`src/rtl/dmem_seq.sv`:
```
// Load/store sequencer for the dmem data memory: validates a core request, then
// drives registered rdclk/wrclk pulses around a stable address/op/we setup.
module dmem_seq #(
  parameter int unsigned DMEM_BYTES = 131072
) (
  input  logic        clk,
  input  logic        reset,
  input  logic        req_valid,
  output logic        req_ready,
  input  logic [31:0] req_addr,
  input  logic [31:0] req_wdata,
  input  logic [2:0]  req_op,
  input  logic        req_we,
  output logic        resp_valid,
  output logic [31:0] resp_rdata,
  output logic        resp_err,
  output logic [31:0] mem_addr,
  output logic [31:0] mem_datain,
  output logic [2:0]  mem_op,
  output logic        mem_we,
  output logic        mem_rdclk,
  output logic        mem_wrclk,
  input  logic [31:0] mem_dataout,
  output logic [15:0] ld_cnt,
  output logic [15:0] st_cnt,
  output logic [15:0] err_cnt
);

  typedef enum logic [2:0] {IDLE, SETUP, RCLK, RHOLD, WCLK, WHOLD, DONE} state_t;

  state_t      state, nxt;
  logic        is_err, is_st;
  logic        accept, req_err, bad_op, bad_align, bad_range;
  logic [15:0] ld_q, st_q, err_q;

  assign accept     = req_valid && (state == IDLE);
  assign req_ready  = (state == IDLE);
  assign resp_valid = (state == DONE);
  assign resp_err   = (state == DONE) && is_err;
  assign ld_cnt     = ld_q;
  assign st_cnt     = st_q;
  assign err_cnt    = err_q;

  // Unsigned extensions (op[2]) have no store form.
  assign bad_op    = (req_op == 3'b011) || (req_op[2:1] == 2'b11) || (req_we && req_op[2]);
  assign bad_align = ((req_op[1:0] == 2'b01) && req_addr[0]) ||
                     ((req_op == 3'b010) && (req_addr[1:0] != 2'b00));
  assign bad_range = (req_addr >= DMEM_BYTES);
  assign req_err   = bad_op || bad_align || bad_range;

  always_comb begin
    nxt = state;
    case (state)
      IDLE:    if (accept) nxt = req_err ? DONE : SETUP;
      SETUP:   nxt = RCLK;
      RCLK:    nxt = RHOLD;
      RHOLD:   nxt = is_st ? WCLK : DONE;
      WCLK:    nxt = WHOLD;
      WHOLD:   nxt = DONE;
      DONE:    nxt = IDLE;
      default: nxt = IDLE;
    endcase
  end

  always_ff @(posedge clk) begin
    if (reset) begin
      state      <= IDLE;
      is_err     <= 1'b0;
      is_st      <= 1'b0;
      mem_addr   <= '0;
      mem_datain <= '0;
      mem_op     <= '0;
      mem_we     <= 1'b0;
      mem_rdclk  <= 1'b0;
      mem_wrclk  <= 1'b0;
      resp_rdata <= '0;
    end else begin
      state <= nxt;
      // Memory clocks come straight from flops so they cannot glitch.
      mem_rdclk <= (nxt == RCLK);
      mem_wrclk <= (nxt == WCLK);
      if (accept) begin
        mem_addr   <= req_addr;
        mem_datain <= req_wdata;
        mem_op     <= req_op;
        mem_we     <= req_we && !req_err;
        is_err     <= req_err;
        is_st      <= req_we && !req_err;
      end else if (nxt == DONE) begin
        mem_we <= 1'b0;
      end
      if (state == RHOLD && !is_st) resp_rdata <= mem_dataout;
      else if (state == DONE)       resp_rdata <= '0;
    end
  end

  always_ff @(posedge clk) begin
    if (reset) begin
      ld_q  <= '0;
      st_q  <= '0;
      err_q <= '0;
    end else if (state == DONE) begin
      if (is_err)     begin if (err_q != 16'hFFFF) err_q <= err_q + 16'd1; end
      else if (is_st) begin if (st_q  != 16'hFFFF) st_q  <= st_q  + 16'd1; end
      else            begin if (ld_q  != 16'hFFFF) ld_q  <= ld_q  + 16'd1; end
    end
  end

endmodule

```
`config.mk`:
```
export PLATFORM = sky130hd
export DESIGN_NAME = dmem_seq
export DESIGN_NICKNAME = d
export VERILOG_FILES = /design/src/rtl/dmem_seq.sv
export SDC_FILE = /design/constraint.sdc
export NUM_CORES = 1
export LEC_CHECK = 0
export CAP_MARGIN = 20
export CORE_UTILIZATION = 30
export CTS_CLUSTER_DIAMETER = 30
export CTS_CLUSTER_SIZE = 10
export DETAILED_ROUTE_END_ITERATION = 16
export DONT_BUFFER_PORTS = 1
export GPL_TIMING_DRIVEN = 0
export PLACE_DENSITY = 0.4
export SLEW_MARGIN = 20
export SYNTH_ARGS = -nofsm -noshare
export SYNTH_HDL_FRONTEND = slang
export SYNTH_SLANG_ARGS = --single-unit
export TNS_END_PERCENT = 30
```
`constraint.sdc`:
```
create_clock -name clk -period 2.5 [get_ports clk]
set_input_delay 0.125 -clock clk [delete_from_list [all_inputs] [get_ports clk]]
set_output_delay 0.125 -clock clk [all_outputs]
set_load 0.005 [all_outputs]
```
# Word-level counts from Yosys, hierarchy flattened
# Index checks and enable logic that the tools add are counted.
[totals]
regBits = 155
elab_cells = 64
output_inout_bits = 153
input_bits = 103
[op_classes]
n_mux = 8
add_sub_neg = 3
n_reduce_logical = 21
bitwise = 2
eq_ne = 16
order_cmp = 1
[op_table]
columns = ["op", "n"]
rows = [
  ["32-bit 2-to-1 mux", 2],
  ["16-bit by 1-bit adder with 16-bit output, second input constant", 3],
  ["16-bit != test, second input constant", 3],
  ["32-bit by 18-bit >= comparator with 1-bit output, second input constant", 1],
  ["3-bit case mux with 6 select lines", 1],
  ["3-bit by 2-bit equality test with 1-bit output, second input constant", 5],
  ["3-bit equality test, second input constant", 5],
  ["4-bit AND reduction", 2],
  ["1-bit logical AND", 7],
  ["3-bit 2-to-1 mux", 2],
  ["2-bit nonzero test", 3],
  ["1-bit logical OR", 5],
  ["3-bit by 1-bit equality test with 1-bit output, second input constant", 1],
  ["3-bit zero test", 1],
  ["3-bit AND reduction", 1],
  ["2-bit by 1-bit equality test with 1-bit output, second input constant", 1],
  ["2-bit equality test, second input constant", 1],
  ["1-bit zero test", 2],
  ["1-bit 2-to-1 mux", 2],
  ["2-bit 2-to-1 mux", 1],
  ["1-bit NOT", 2],
]

# Logic depth before layout (Yosys ltp)
[logic_depth]
word_depth = 11
ltp_mapped = 7
mapped_depth_nobuf = 5

# Least setup slack after synthesis
# No wires, ideal clock.
[synth_timing]
path_kind = "register -> register"
startpoint = "register ld_q[0], in the netlist ld_cnt[0]"
endpoint = "register ld_q[10], in the netlist ld_cnt[10]"
arrival_ns = 1.907
n_path_buf = 1
required_ns = 2.385
setup_slack_ns = 0.477
stages_incl_launch_ff = 7
cell_sequence = "dfxtp_1 > ha_1 > inv_1 > or4_1 > clkbuf_2 > or4_1 > and3_1"
[synth_between]
elab_chain_len = 2
elab_cells_between_ends = 3
[synth_lines]
columns = ["element", "line", "text"]
rows = [
  ["from (decl)", "34", "logic [15:0] ld_q, st_q, err_q;"],
  ["from (signal assigned)", "105", "else begin if (ld_q != 16'hFFFF) ld_q <= ld_q + 16'd1; end"],
  ["branches (longest 2 deep; another with 16-bit by 1-bit adder with 16-bit output)", "n/a", ""],
]
# Parallel ways; which one is timed is not known.
# A chain may end at the register's enable or synchronous reset.

# Worst setup path after layout
[layout_timing]
startpoint = "register state[1]"
endpoint = "register err_q[10], in the netlist err_cnt[10]"
[layout_between]
elab_chain_len = 2
[layout_lines]
columns = ["element", "line", "text"]
rows = [
  ["from (decl)", "31", "state_t state, nxt;"],
  ["from (signal assigned)", "78", "state <= nxt;"],
  ["3-bit equality test", "n/a", ""],
  ["via resp_valid", "14", "output logic resp_valid,"],
  ["3-bit AND reduction (no line)", "n/a", ""],
  ["to (signal assigned)", "103", "if (is_err) begin if (err_q != 16'hFFFF) err_q <= err_q + 16'd1; end"],
  ["to (decl)", "34", ""],
]
# The timed path passes the listed nets, and every way through them passes these cells.

==> impl_metrics.json <==
{
  "first_pass_iters": 5,
  "synth.distinct_cells": 46,
  "nets": 1015,
  "reg2reg_depth": 5,
  "async_flop_share": 0,
  "crit_path_end_kind": "flip-flop",
  "grtUsageMet1": 0.222,
  "r2r-end": "err_cnt[10]",
  "globalplace.congestion": 0.823,
  "h-tree-depth": 4,
  "syn_nets": 895,
  "cp-start-kind": "flip-flop",
  "setup_viol": 0,
  "drt_iter0_markers": 270,
  "fin_util": 0.404,
  "endpoint": "err_cnt[10]",
  "p_leak_nw": 2.74,
  "slew_headroom": 0.344,
  "wl_per_cell_um": 17.8,
  "antenna_found_initial": 0,
  "synthXorXnorAreaFrac": 0,
  "seq_area_frac_synth": 0.487,
  "die_x_um": 148,
  "status": "finished clean",
  "r2r-start": "state[1]",
  "final_common_cell": "nand2_1",
  "whs_ps": 113,
  "worst_pin_slew_ps": 976,
  "core.rowCount": 52,
  "min-delay-path-class": "primary input to flip-flop",
  "finalHoldViolations": 0,
  "vias": 6303,
  "worstPathArrival_ps": 2600,
  "drive_gt1_frac": 0.0597,
  "synth_top_family_by_area": "simple AND/OR/NAND/NOR gates",
  "numCtsBuffers": 17,
  "dieArea_um2": 21800,
  "syn_area_um2": 6370,
  "tritoncts": "yes",
  "ys.warnings.count": 0,
  "skew_ps": 11.0,
  "required_ps": 2850,
  "grt-ovfl-total": 0,
  "drc": 0,
  "power_density_nw_per_um2": 756,
  "rrSetupSlack_ps": 250,
  "synthMuxAreaShare": 0.0206,
  "cts_setup_buffers": 0,
  "clock-sinks": 155,
  "synth-simple-area-share": 0.276,
  "min_period_ps": 2250,
  "startpoint": "state[1]",
  "final_cells": 1192,
  "worst-path-max-fanout": 10,
  "grt_usage": 0.195,
  "first_global_vias": 6259,
  "hpwl_mm": 15.1,
  "n_antenna_cell": 0,
  "totalWireLength_mm": 21.3,
  "fin_crit_sh": 0.901,
  "clock_path_buffers": 2,
  "insertion_delay_ps": 420,
  "max_freq_mhz": 444,
  "cts_root_buf": "clkbuf_16",
  "finalMaxSlewViolations": 0,
  "synth_compound_area_frac": 0.174,
  "path_clk_slew_ps": 60,
  "maxCapViolCount": 0,
  "avgSynthCellArea_um2": 8.07,
  "synthFlopType": "dfxtp_1",
  "ant_nets": 0,
  "boundaryPins": 256,
  "start_util": 0.311,
  "numPortBuffers": 0,
  "grt_most_used_layer": "met2",
  "tns_ps": 0,
  "path_class": "flip-flop to flip-flop",
  "die_h_um": 148,
  "grt_max_degree": 17,
  "core_um2": 20500,
  "synthToLayoutAreaGrowth_pct": 30.1,
  "mostFrequentLayoutCells": "nand2_1, dfxtp_1, a21oi_1",
  "post-place-ws_ps": -32.8,
  "ir_drop_mv": 0.387,
  "grt_pass1_wl_mm": 33.4,
  "synth_edf_count": 0,
  "layout_setup_ws_ps": 249,
  "synth_cells": 789,
  "viasPerCell": 5.29,
  "dp.cells": 1059,
  "grt_use_met3": 0.0750,
  "rsz0062_at_grt": "no",
  "synth-seq-cells": 155,
  "synth-adder-area-share": 0.00590,
  "grtUsageMet2": 0.328
}
[stage by stage]
stage / cell area [um^2] / power [mW]
finish: 8290 / 6.27
global route: 8290 / 6.61
detailed placement: 6720 / 3.73
CTS: 8290 / 6.35
global placement: 6710 / 3.70
floorplan: 6370 / 3.45
[cells by family after synthesis]
family / count (synthesis)
compound gates: 189
simple gates: 369
fa+ha+maj: 3
flops: 155
buf+inv: 61
mux: 12
[power breakdown]
| group | internal, mW | total (mW) | leakage [nW] | switching (mW) |
|---|---|---|---|---|
| Clock | 1.35 | 2.46 | 0.275 | 1.12 |
| Sequential | 2.68 | 2.88 | 1.26 | 0.196 |
| Combinational | 0.342 | 0.925 | 1.20 | 0.583 |
[flip-flops by register name, indices dropped and copies added (netlist names)]
register and count:
resp_rdata 32, st_cnt 16, is_st 1, state 3, is_err 1, mem_rdclk 1
ld_cnt 16, mem_op 3, mem_datain 32, mem_addr 32, mem_we 1, err_cnt 16
mem_wrclk 1
[timing repair]
action,CTS,global route
gates resized for setup,0,2
hold buffers,101,0
setup endpoints to repair,0,1
hold endpoints to repair,104,0
[how the worst min path moves through the flow]
stage,depth (start not counted),endpoint,start
final,4,is_err,req_addr[23]
after floorplan,2,mem_addr[0],req_addr[0]
after CTS,4,is_err,req_addr[23]
after global routing,4,is_err,req_addr[27]
after detailed placement,2,resp_rdata[10],mem_dataout[10]
after global placement,2,mem_datain[7],req_wdata[7]
[cells in the mapped netlist (all sizes together) (8+ instances only)]
cell type | instances | area (um^2)
nor2b | 11 | 68.8
inv | 12 | 45.0
o21ai | 16 | 80.1
nand4 | 15 | 93.8
or4 | 14 | 105
dfxtp | 155 | 3100
nor4 | 14 | 93.8
clkbuf | 40 | 151
nor3 | 11 | 55.1
buf | 9 | 35.0
nor2 | 22 | 82.6
a21oi | 120 | 601
o31ai | 11 | 82.6
nand2 | 194 | 728
o41ai | 9 | 78.8
nand3 | 50 | 250
or3 | 8 | 50.1
mux2 | 9 | 101
[routing by layer]
metal / share of wire / up-vias
met5: 0 / -
met3: 0.089 / 31
li1: - / 3062
met2: 0.48 / 234
met4: 0.023 / 0
met1: 0.40 / 2976
[worst max-delay path, cell delays in order, from the launching register on]
cell and delay, ps:
dfxtp_1 420, nand3b_1 310, inv_1 300, nand4_1 380, or4_1 620, a21oi_1 150
[final cells by class]
class | count | area, um^2
Clock buffer | 19 | 453
Multi-Input combinational cell | 573 | 3040
Tap cell | 270 | 338
Clock inverter | 13 | 105
Buffer | 49 | 188
Inverter | 12 | 45.0
Sequential cell | 155 | 3100
Fill cell | 2077 | 12200
Timing Repair Buffer | 101 | 1010
No activity file was read; power rests on OpenSTA's default activity.
